`src/rtl/genius_pkg.sv`:
```
// Shared types for the Genius game: colour codes and the input-conditioner FSM states.
package genius_pkg;

  localparam int COLOR_CODEFY_W = 2;

  typedef enum logic [COLOR_CODEFY_W-1:0] {
    RED    = 2'b00,
    GREEN  = 2'b01,
    BLUE   = 2'b10,
    YELLOW = 2'b11
  } color_e;

  typedef enum logic {
    IDLE = 1'b0,
    HELD = 1'b1
  } cond_state_e;

endpackage

```
`src/rtl/button_debouncer.sv`:
```
// Single-button synchroniser followed by a stable-level debouncer; o_stable only
// follows the synchronised input after DEBOUNCE_CYCLES consecutive differing samples.
module button_debouncer #(
  parameter int SYNC_STAGES     = 2,
  parameter int DEBOUNCE_CYCLES = 16
) (
  input  logic clk,
  input  logic rst,
  input  logic i_raw,
  output logic o_stable
);

  localparam int CNT_W = $clog2(DEBOUNCE_CYCLES + 1);

  logic [SYNC_STAGES-1:0] r_sync;
  logic [CNT_W-1:0]       r_cnt;
  logic                   r_stable;
  logic                   w_sync;

  assign w_sync   = r_sync[SYNC_STAGES-1];
  assign o_stable = r_stable;

  always_ff @(posedge clk or posedge rst) begin
    if (rst) begin
      r_sync <= '0;
    end else begin
      r_sync <= {r_sync[SYNC_STAGES-2:0], i_raw};
    end
  end

  // The counter measures how long the synchronised level has disagreed with r_stable.
  always_ff @(posedge clk or posedge rst) begin
    if (rst) begin
      r_cnt    <= '0;
      r_stable <= 1'b0;
    end else if (w_sync == r_stable) begin
      r_cnt <= '0;
    end else if (r_cnt == CNT_W'(DEBOUNCE_CYCLES - 1)) begin
      r_stable <= w_sync;
      r_cnt    <= '0;
    end else begin
      r_cnt <= r_cnt + CNT_W'(1);
    end
  end

endmodule

```
`src/rtl/player_input_conditioner.sv`:
```
// Debounces the four colour buttons and arbitrates them into one colour code plus
// single-cycle press / multi-press strobes for the game FSM.
//
//   state | meaning
//   IDLE  | no debounced button high; waiting for the next press
//   HELD  | a press (or illegal multi-press) was taken; waiting for full release
module player_input_conditioner
  import genius_pkg::*;
#(
  parameter int NUM_BUTTONS     = 4,
  parameter int SYNC_STAGES     = 2,
  parameter int DEBOUNCE_CYCLES = 16
) (
  input  logic                      clk,
  input  logic                      rst,
  input  logic [NUM_BUTTONS-1:0]    btn_raw,
  output logic [COLOR_CODEFY_W-1:0] player_button,
  output logic                      press_valid,
  output logic                      multi_press_err,
  output logic                      busy
);

  logic [NUM_BUTTONS-1:0]    w_stable;
  logic [COLOR_CODEFY_W-1:0] w_index;
  logic                      w_any;
  logic                      w_multi;

  cond_state_e               r_state,  w_state_nxt;
  logic [COLOR_CODEFY_W-1:0] r_button, w_button_nxt;
  logic                      r_valid,  w_valid_nxt;
  logic                      r_err,    w_err_nxt;
  logic                      r_busy,   w_busy_nxt;

  for (genvar g = 0; g < NUM_BUTTONS; g++) begin : g_btn
    button_debouncer #(
      .SYNC_STAGES     (SYNC_STAGES),
      .DEBOUNCE_CYCLES (DEBOUNCE_CYCLES)
    ) u_deb (
      .clk      (clk),
      .rst      (rst),
      .i_raw    (btn_raw[g]),
      .o_stable (w_stable[g])
    );
  end

  assign w_any   = |w_stable;
  assign w_multi = $countones(w_stable) > 1;

  // Only meaningful when exactly one bit is set, which is the only case it is used.
  always_comb begin
    w_index = '0;
    for (int i = 0; i < NUM_BUTTONS; i++) begin
      if (w_stable[i]) w_index = COLOR_CODEFY_W'(i);
    end
  end

  always_comb begin
    w_state_nxt  = r_state;
    w_button_nxt = r_button;
    w_valid_nxt  = 1'b0;
    w_err_nxt    = 1'b0;
    w_busy_nxt   = r_busy;
    case (r_state)
      IDLE: begin
        if (w_any) begin
          if (w_multi) begin
            w_err_nxt = 1'b1;
          end else begin
            w_valid_nxt  = 1'b1;
            w_button_nxt = w_index;
          end
          w_busy_nxt  = 1'b1;
          w_state_nxt = HELD;
        end
      end
      HELD: begin
        if (!w_any) begin
          w_busy_nxt  = 1'b0;
          w_state_nxt = IDLE;
        end
      end
      default: w_state_nxt = IDLE;
    endcase
  end

  always_ff @(posedge clk or posedge rst) begin
    if (rst) begin
      r_state  <= IDLE;
      r_button <= '0;
      r_valid  <= 1'b0;
      r_err    <= 1'b0;
      r_busy   <= 1'b0;
    end else begin
      r_state  <= w_state_nxt;
      r_button <= w_button_nxt;
      r_valid  <= w_valid_nxt;
      r_err    <= w_err_nxt;
      r_busy   <= w_busy_nxt;
    end
  end

  assign player_button   = r_button;
  assign press_valid     = r_valid;
  assign multi_press_err = r_err;
  assign busy            = r_busy;

endmodule

```
`config.mk`:
```
export PLATFORM = sky130hd
export DESIGN_NAME = player_input_conditioner
export DESIGN_NICKNAME = d
export VERILOG_FILES = /design/src/rtl/genius_pkg.sv /design/src/rtl/button_debouncer.sv /design/src/rtl/player_input_conditioner.sv
export SDC_FILE = /design/constraint.sdc
export NUM_CORES = 1
export LEC_CHECK = 0
export CORE_ASPECT_RATIO = 1.4
export CORE_UTILIZATION = 47
export CTS_CLUSTER_SIZE = 8
export DETAILED_ROUTE_END_ITERATION = 8
export PLACE_DENSITY = 0.67
export SETUP_SLACK_MARGIN = 0.5
export SLEW_MARGIN = 10
export SYNTH_ARGS = -nofsm -noshare
export SYNTH_HDL_FRONTEND = slang
export SYNTH_SLANG_ARGS = --single-unit
```
`constraint.sdc`:
```
create_clock -name clk -period 3.6 [get_ports clk]
set_clock_uncertainty 0.15 [all_clocks]
set_input_delay 0.72 -clock clk [delete_from_list [all_inputs] [get_ports clk]]
set_output_delay 0.72 -clock clk [all_outputs]
set_load 0.01 [all_outputs]
```
==> reports/metrics.yaml, run 1 <==
run_status:
  status: "finished clean"
global_route:
  grt_pass1_wl_um: 3650
  grt_max_degree: 39
  antenna_found_initial: 0
  grt_pass1_vias: 890
  grt.overflow.total: 0
  track_usage: 0.153
sta:
  post-route-period-util: 0.567
  fmax_ghz: 0.490
  hold_viol: 0
  drv_slew: 0
  rsz0062_at_grt: "false"
  fin_tns_setup_ps: 0
  setup_viol: 0
  slew_headroom: 0.694
  finalCriticalPeriod_ps: 2040
  tightest_slew_ps: 459
layout:
  final_nets: 148
  stdcell_area_um2: 1760
  n_antenna_cell: 0
  fillers: 255
  area_delta_synth_final_pct: 17.9
  drive_gt1_frac: 0.118
clock_network:
  cts.sinks: 38
  clkTransAtPathRegs_ps: 70
  cts_setup_buffers: 0
  numCtsBuffers: 5
  insertion_delay_ps: 290
  ctsRootBufferMaster: "clkbuf_8"
  cts_hold_buf: 0
  clk_path_buf_depth: 2
  h-tree-depth: 2
  cts_resized: 0
  cts_tree: "built"
pwr:
  swShare: 0.197
  power.density_nw_per_um2: 485
  clkPwrFrac: 0.418
  leakage_nw: 0.896
  p_seq_frac: 0.533
  irDropWorstVdd_mv: 0.582
  switchingPower_uw: 168
  p_int_uw: 685
  combPwrFrac: 0.049
routing:
  num_vias: 855
  antenna_left: 0
  drc_errors: 0
  wl_per_cell_um: 11.6
  drt-total-wl_um: 2000
  via_per_inst: 4.94
  first_pass_iters: 4
  drt_iter0_drc: 6
placed_design:
  io_buffers: 10
  dp_hpwl_um: 1420
  globalplace.congestion: 0.769
  place_area_um2: 1650
die:
  fp-row-count: 23
  die_w_um: 49.6
  start_util: 0.509
  die_area_um2: 3410
  pin_count: 11
  die_y_um: 68.7
  coreArea_um2: 2940
min_path:
  hold_class: "reg -> reg"
critical_path:
  critical_path.slowest_cell: "clkdlybuf4s50_1"
  cp-start-kind: "register"
  cp_top_family: "buffers and inverters"
  cp-end-kind: "output pin"
  critPathMaxStageDelay_ps: 540
  arrival_ps: 1170
  cp.buffers_inverters: 1
  crit_required_ps: 2730
  worstSetupPathType: "reg -> out"
  path_cells: "clkdlybuf4s50_1"
  cp_max_fo: 2
job:
  cap_violations: 0
yosys:
  yosys-top-cells-area: "dfrtp_1 (64%), xor2_1 (7.0%), nor2_1 (4.5%)"
  ys_types: 18
  yosys.area.top_type: "dfrtp_1"
  synth_edf_count: 0
  syn_area_um2: 1490
  synth_top_area_frac: 0.637
  ys_warn_count: 0
  postSynthAreaPerCell_um2: 12.6
  async_flop_share: 1.00
  seq_area_frac_synth: 0.637
  ys_ff_latch: 38
  ys.flop_type: "dfrtp_1"
  syn_inst: 118
  synth_nets: 130
  synth_commonest_cells: "dfrtp_1 (38), nor2_1 (18), inv_1 (12), xor2_1 (12), nand3_1 (8)"
  synth_most_common_cell: "dfrtp_1"
metrics by stage:
stage                util  std cells  power [mW]  setup slack (ps)  hold slack [ps]
floorplan               -        118       0.488              1790              181
global placement    0.561        166       0.502              1770              184
detailed placement  0.561        166       0.506              1720              189
CTS                 0.599        173       0.870              1540              205
global route        0.599        173       0.898              1490              214
finish              0.599        173       0.853              1560              203
cell families (layout without fill, tap and decap cells):
logic type	count (synthesis)	after routing	share of synthesized area
flops	38	38	0.637
simple gates	37	37	0.132
xor+xnor	12	12	0.0704
buf+inv	12	30	0.0302
fa+ha+maj	7	7	0.0629
compound gates	6	6	0.0201
mux	6	6	0.0469
power by group through the flow:
stage / logic [mW] / clock network, mW / registers, mW
after detailed placement: 0.0428 / 0 / 0.463
after global placement: 0.0408 / 0 / 0.462
final: 0.0419 / 0.357 / 0.455
after floorplan: 0.0274 / 0 / 0.460
after CTS: 0.0431 / 0.372 / 0.454
after global routing: 0.0490 / 0.393 / 0.456
cells in the final DEF, fill, tap and decap left out:
cell and instances:
nor2b_1 1, bufinv_16 1, nor3b_2 1, mux2_2 4, and3_1 4, nand3_1 8
inv_1 12, clkbuf_8 6, mux2_4 1, nor2_1 18, xor2_1 12, fa_1 1
o21ai_1 2, nor4_4 1, mux2i_1 1, and2_1 4, o21ai_0 4, ha_1 5
buf_4 1, clkdlybuf4s50_1 10, dfrtp_1 38, maj3_2 1
routing by layer:
| layer | track usage | vias to the layer above | share of wire |
|---|---|---|---|
| li1 | - | 411 | - |
| met1 | 0.157 | 426 | 0.42 |
| met2 | 0.253 | 12 | 0.51 |
| met3 | 0.0592 | 6 | 0.040 |
| met4 | 0.118 | 0 | 0.035 |
| met5 | 0 | - | 0 |
path summary, 6_finish.rpt:
check,startpoint,end,slack (ps),cells after the start
setup / recovery,busy,busy,1560,1
hold / removal,g_btn[2].u_deb.r_sync[0],g_btn[2].u_deb.r_sync[1],200,0
setup reg to reg,g_btn[3].u_deb.o_stable,player_button[0],1710,5
hold reg to reg,g_btn[2].u_deb.r_sync[0],g_btn[2].u_deb.r_sync[1],200,0
max in group asynchronous,rst,g_btn[0].u_deb.r_cnt[4],2290,3
min in group asynchronous,rst,g_btn[1].u_deb.r_cnt[1],680,3
cell type report:
type / count / area (um^2) / area share
clock buffer: 6 / 82.6 / 0.0469
clock inverter: 1 / 30.0 / 0.0171
inverter: 12 / 45.0 / 0.0256
multi-input combinational: 68 / 497 / 0.282
sequential: 38 / 951 / 0.541
tap: 37 / 46.3 / 0.0263
timing repair buffer: 11 / 108 / 0.0612
state kept, by name, indices dropped and copies added, names as in the netlist:
name and cells:
r_state 1, press_valid 1, busy 1, g_btn.u_deb.o_stable 4
g_btn.u_deb.r_sync 8, g_btn.u_deb.r_cnt 20, player_button 2, multi_press_err 1
Note: power is estimated with default switching activity, not from simulation.
==> inputs of run 2 (changes only) <==
- PLACE_DENSITY: 0.67 -> 0.7
- clock period: 3.6 -> 1.64 ns (I/O delays scaled with it)
==> run 2 against run 1 <==
  * The flow now finishes with violations (negative setup slack)
  * Utilization rose by 14 points
  * Hold slack got worse by 1.0 ps
  * Via count rose by 9.9%
  * Final area rose by 24%
  * Sequential cell count did not move
  * Global-route usage rose by 3.2 points
  * Critical path type is now reg -> reg
  * Largest cell class unchanged
  * Largest power group unchanged
  * Highest routed layer unchanged
==> reports/metrics.yaml, run 2 (synthesis results as in run 1) <==
placed_design:
  io_buffers: 10  # unchanged
  dpl_worst_slack_ps: -144  # -1860 ps
  dp_hpwl_um: 1690  # +19%
  globalplace.congestion: 0.707  # -8.1%
  place_area_um2: 1750  # +6.1%
pwr:
  combPwrFrac: 0.081  # +0.032
  p_seq_frac: 0.562  # +0.029
  power.density_nw_per_um2: 824  # +70%
  clkPwrFrac: 0.357  # -0.061
  irDropWorstVdd_mv: 1.10  # +90%
  p_int_mw: 1.39  # +100%
  switchingPower_uw: 403  # +140%
  swShare: 0.224  # +0.0269
  leakage_nw: 1.01  # +13%
die:
  fp-row-count: 23  # unchanged
  die_w_um: 49.6  # unchanged
  die_y_um: 68.7  # unchanged
  die_area_um2: 3410  # unchanged
  coreArea_um2: 2940  # unchanged
  pin_count: 11  # unchanged
  start_util: 0.509  # unchanged
routing:
  via_per_inst: 4.82  # -2.5%
  antenna_left: 0  # unchanged
  drt_iter0_drc: 26  # +20
  first_pass_iters: 3  # -1
  drc_errors: 0  # unchanged
  drt-total-wl_um: 2770  # +38%
  wl_per_cell_um: 14.2  # +23%
  num_vias: 940  # +9.9%
critical_path:
  cp-start-kind: "register"
  crit_required_ps: 1660  # -1070 ps
  cp-end-kind: "register"
  cp_max_fo: 2  # unchanged
  timing.rr.start: "g_btn[0].u_deb.o_stable"
  cp-startpoint: "g_btn[0].u_deb.o_stable"
  arrival_ps: 1830  # +660 ps
  worstSetupPathType: "reg -> reg"
sta:
  drv_slew: 0  # unchanged
  hold_viol: 0  # unchanged
  rsz0062_at_grt: "true"
  setup_viol: 3  # +3
  slew_headroom: 0.815  # +0.121
  fin_tns_setup_ps: -346  # -346 ps
  fin_ws_ps: -169  # -1730 ps
  finalCriticalPeriod_ps: 1810
  post-route-period-util: 1.10
  fmax_ghz: 0.553
  tightest_slew_ps: 275  # -184 ps
clock_network:
  insertion_delay_ps: 280  # about the same
  cts.sinks: 38  # unchanged
  h-tree-depth: 2  # unchanged
  cts_tree: "built"
  cts_hold_buf: 0  # unchanged
  clk_path_buf_depth: 2  # unchanged
  clkTransAtPathRegs_ps: 70  # about the same
  numCtsBuffers: 5  # unchanged
  ctsRootBufferMaster: "clkbuf_8"
layout:
  stdcell_area_um2: 2180  # +24%
  mostFrequentLayoutCells: "dfrtp_1 (37), nor2_1 (14), buf_4 (12)"
  n_antenna_cell: 0  # unchanged
  final_common_cell: "dfrtp_1"
  fillers: 200  # -22%
  seq_area_um2: 952  # +0.13%
  top_register: "g_btn.u_deb.r_cnt"
  multi_input_area_um2: 746  # +50%
  drive_gt1_frac: 0.456  # +0.338
  final_nets: 169  # +14%
  area_delta_synth_final_pct: 45.9
  largest_reg_flops: 20  # unchanged
min_path:
  min_from: "g_btn[2].u_deb.r_sync[0]"
  hold_class: "reg -> reg"
run_status:
  failed_checks: "negative setup slack"
  status: "complete, but fails checks"
global_route:
  grt.overflow.total: 0  # unchanged
  track_usage: 0.185  # +0.0322
  grt_max_degree: 39  # unchanged
  grt_pass1_wl_um: 4400  # +20%
  antenna_found_initial: 0  # unchanged
  grt_pass1_vias: 1006  # +13%
job:
  cap_violations: 0  # unchanged
-- run 2: per-stage QoR --
step / std cells / utilization / hold slack (ps) / power (mW)
after global placement: 172 / 0.595 / 183 / 1.11
final: 195 / 0.742 / 202 / 1.79
after global routing: 195 / 0.742 / 211 / 1.88
after CTS: 192 / 0.698 / 203 / 1.79
after detailed placement: 172 / 0.595 / 190 / 1.12
after floorplan: 118 / - / 144 / 1.08
-- run 2: layout make-up --
class	instances	share of cell area
sequential	38	0.437
multi-input combinational	68	0.343
timing repair buffer	32	0.134
clock buffer	7	0.0397
inverter	12	0.0224
tap	37	0.0213
clock inverter	1	0.00230
-- run 2: timing repair --
| item | 4_1_cts | 5_1_grt |
|---|---|---|
| endpoints found under the setup margin | 34 | 35 |
| pin swaps | 12 | 14 |
| resized for setup | 50 | 18 |
| setup buffers | 12 | 3 |
-- run 2: power by group through the flow --
stage	Clock (mW)	Sequential (mW)	Combinational, mW
3_3_place_gp	0	1.01	0.0980
5_1_grt	0.709	1.01	0.163
2_1_floorplan	0	1.01	0.0637
6_report	0.640	1.01	0.146
4_1_cts	0.652	1.00	0.136
3_5_place_dp	0	1.02	0.105
-- run 2: worst paths after layout --
path                                                 end  slack, ps  depth (start not counted)
min in group asynchronous       g_btn[3].u_deb.r_sync[0]        330                          3
worst max-delay path                    player_button[0]       -170                          5
worst max register to register          player_button[0]       -170                          5
worst min-delay path            g_btn[2].u_deb.r_sync[1]        200                          0
worst min register to register  g_btn[2].u_deb.r_sync[1]        200                          0
max in group asynchronous        g_btn[2].u_deb.o_stable        820                          3
-- run 2: critical path, stage by stage, from the launching register on --
cell     delay (ps)
dfrtp_1         360
inv_2            60
fa_1            550
nor2b_2          60
nor4_4          200
mux2_4          330
-- run 2: per-layer routing --
metal	vias to the layer above	GRT usage	wire [um]
met5	-	0	0
met4	0	0.0964	31
li1	450	-	-
met2	11	0.324	1610
met3	2	0.0592	74
met1	477	0.202	1050
==> inputs of run 3 (changes only) <==
- CORE_ASPECT_RATIO: 1.4 -> unset
==> run 3 against run 2 <==
  * The run still ends with negative setup slack left
  * Critical path depth stayed put
  * Die area about the same
  * Hold slack got worse by 110 ps
==> reports/metrics.yaml, run 3 (synthesis results as in run 1) <==
run_status:
  status: "complete, but fails checks"
  failed_checks: "negative setup slack"
global_route:
  antenna_found_initial: 0  # unchanged
  grt_pass1_wl_um: 4470  # +1.7%
  grt.overflow.total: 0  # unchanged
  track_usage: 0.185  # about the same
  grt_max_degree: 23  # -41%
  grt_pass1_vias: 1024  # +1.8%
routing:
  antenna_left: 0  # unchanged
  dr_wl_met3_um: 97  # +31%
  via_per_inst: 4.72  # -2.1%
  dr_wl_met2_um: 1400  # -13%
  drc_errors: 0  # unchanged
  drt_iter0_drc: 17  # -35%
  drt-total-wl_um: 2710  # -2.3%
  first_pass_iters: 4  # +1
  wl_per_cell_um: 13.3  # -6.1%
  m1WireLength_um: 1140  # +8.7%
  top_layer_used: "met4"
  num_vias: 958  # +1.9%
sta:
  slew_headroom: 0.799  # -0.0163
  post-route-period-util: 1.13  # +0.0315
  drv_slew: 0  # unchanged
  fin_tns_setup_ps: -464  # -118 ps
  fmax_ghz: 0.538  # -2.8%
  setup_viol: 3  # unchanged
  rsz0062_at_grt: "true"
  finalCriticalPeriod_ps: 1860  # +51.7 ps
  fin_ws_ps: -220  # -51.7 ps
  hold_viol: 0  # unchanged
  tightest_slew_ps: 300  # +25.2 ps
layout:
  largest_reg_flops: 20  # unchanged
  final_common_cell: "dfrtp_1"
  finalNonFillerCells: 203  # +4.1%
  finish.utilization: 0.711  # -0.0309
  area_delta_synth_final_pct: 44.2
  drive_gt1_frac: 0.459  # +0.00342
  final_nets: 172  # +1.8%
  stdcell_area_um2: 2150  # -1.1%
  mostFrequentLayoutCells: "dfrtp_1 (37), buf_4 (16), nor2_1 (14)"
  fillers: 209  # +4.5%
  n_antenna_cell: 0  # unchanged
  top_register: "g_btn.u_deb.r_cnt"
pwr:
  leakage_nw: 1.01  # -0.37%
  power.density_nw_per_um2: 756  # -8.2%
  irDropWorstVdd_mv: 0.443  # -60%
  finalPower_mw: 1.63  # -9.3%
critical_path:
  critPathMaxStageDelay_ps: 540  # about the same
  path_cells: "inv_2 -> fa_1 -> nor2b_2 -> nor4_4 -> mux2_4"
  arrival_ps: 1940  # +110 ps
  crit_required_ps: 1720  # +60 ps
  cp-startpoint: "g_btn[1].u_deb.o_stable"
  endpoint: "player_button[0]"
  critical_path.slowest_cell: "fa_1"
  cp_max_fo: 2  # unchanged
  worst_r2r_endpoint: "player_button[0]"
  cp-end-kind: "register"
  reg2reg_setup_slack_ps: -220  # -50 ps
  timing.rr.start: "g_btn[1].u_deb.o_stable"
  worstSetupPathType: "reg -> reg"
  cp-start-kind: "register"
  r2r_cells: 5  # unchanged
clock_network:
  cts.sinks: 38  # unchanged
  h-tree-depth: 2  # unchanged
  insertion_delay_ps: 330  # +50 ps
  clk_path_buf_depth: 2  # unchanged
  ctsRootBufferMaster: "clkbuf_4"
  numCtsBuffers: 5  # unchanged
  cts_hold_buf: 0  # unchanged
  cts_tree: "built"
  clkTransAtPathRegs_ps: 100  # +30 ps
die:
  die_y_um: 58.4  # -15%
  die_w_um: 58.4  # +18%
  die_area_um2: 3410  # about the same
  fp-row-count: 20  # -13%
  pin_count: 11  # unchanged
  coreArea_um2: 3030  # +3.2%
  start_util: 0.493  # -0.0155
placed_design:
  dp_hpwl_um: 1550  # -8.1%
  io_buffers: 10  # unchanged
  dp_cells: 178  # +3.5%
  globalplace.congestion: 0.655  # -7.4%
  place_area_um2: 1750  # about the same
min_path:
  hold_class: "in -> async"
job:
  cap_violations: 0  # unchanged
==> run 3: through the flow <==
stage / hold WS, ps / setup WS, ps
6_report: 90.8 / -220
5_1_grt: 75.2 / -286
4_1_cts: 83.4 / -173
3_5_place_dp: 186 / -167
3_3_place_gp: 183 / -105
2_1_floorplan: 144 / -159
==> run 3: worst min-delay path by stage <==
stage                               end  slack [ps]  depth (start not counted)
3_5_place_dp   g_btn[1].u_deb.r_sync[1]         190                          0
6_report       g_btn[1].u_deb.r_sync[0]          90                          2
4_1_cts        g_btn[2].u_deb.r_sync[1]          80                          2
5_1_grt        g_btn[1].u_deb.r_sync[0]          80                          2
2_1_floorplan                      busy         140                          1
3_3_place_gp   g_btn[2].u_deb.r_sync[1]         180                          0
==> run 3: what timing repair did <==
| item | 4_1_cts | 5_1_grt |
|---|---|---|
| resized for setup | 49 | 15 |
| gates cloned | 0 | 0 |
| endpoints found under the setup margin | 35 | 35 |
| buffers inserted | 14 | 5 |
| pin swaps | 12 | 8 |
| endpoints found under the hold margin | 0 | 0 |
==> run 3: final cells by class <==
type | count | area, um^2 | area share
sequential | 38 | 952 | 0.442
multi-input combinational | 68 | 739 | 0.344
timing repair buffer | 35 | 305 | 0.142
tap | 44 | 55.1 | 0.0256
clock buffer | 6 | 51.3 | 0.0238
inverter | 12 | 48.8 | 0.0227
==> run 3: metal layers <==
layer	up-vias	GRT usage
li1	453	-
met1	481	0.212
met2	16	0.297
met3	8	0.0703
met4	0	0.109
met5	-	0
==> run 3: report_power, final <==
group	internal [mW]	switching, mW	total, mW	leakage [nW]
registers	0.973	0.0348	1.01	0.500
logic	0.0853	0.0662	0.151	0.479
clock network	0.193	0.275	0.468	0.0302
total	1.25	0.376	1.63	1.01
==> run 3: critical path, delay by kind of cell, from the launching register on <==
family	cells	cell delay [ps]
and+or+nand+nor	2	270
buffers and inverters	1	70
DFF	1	390
muxes	1	340
adders and majority gates	1	540
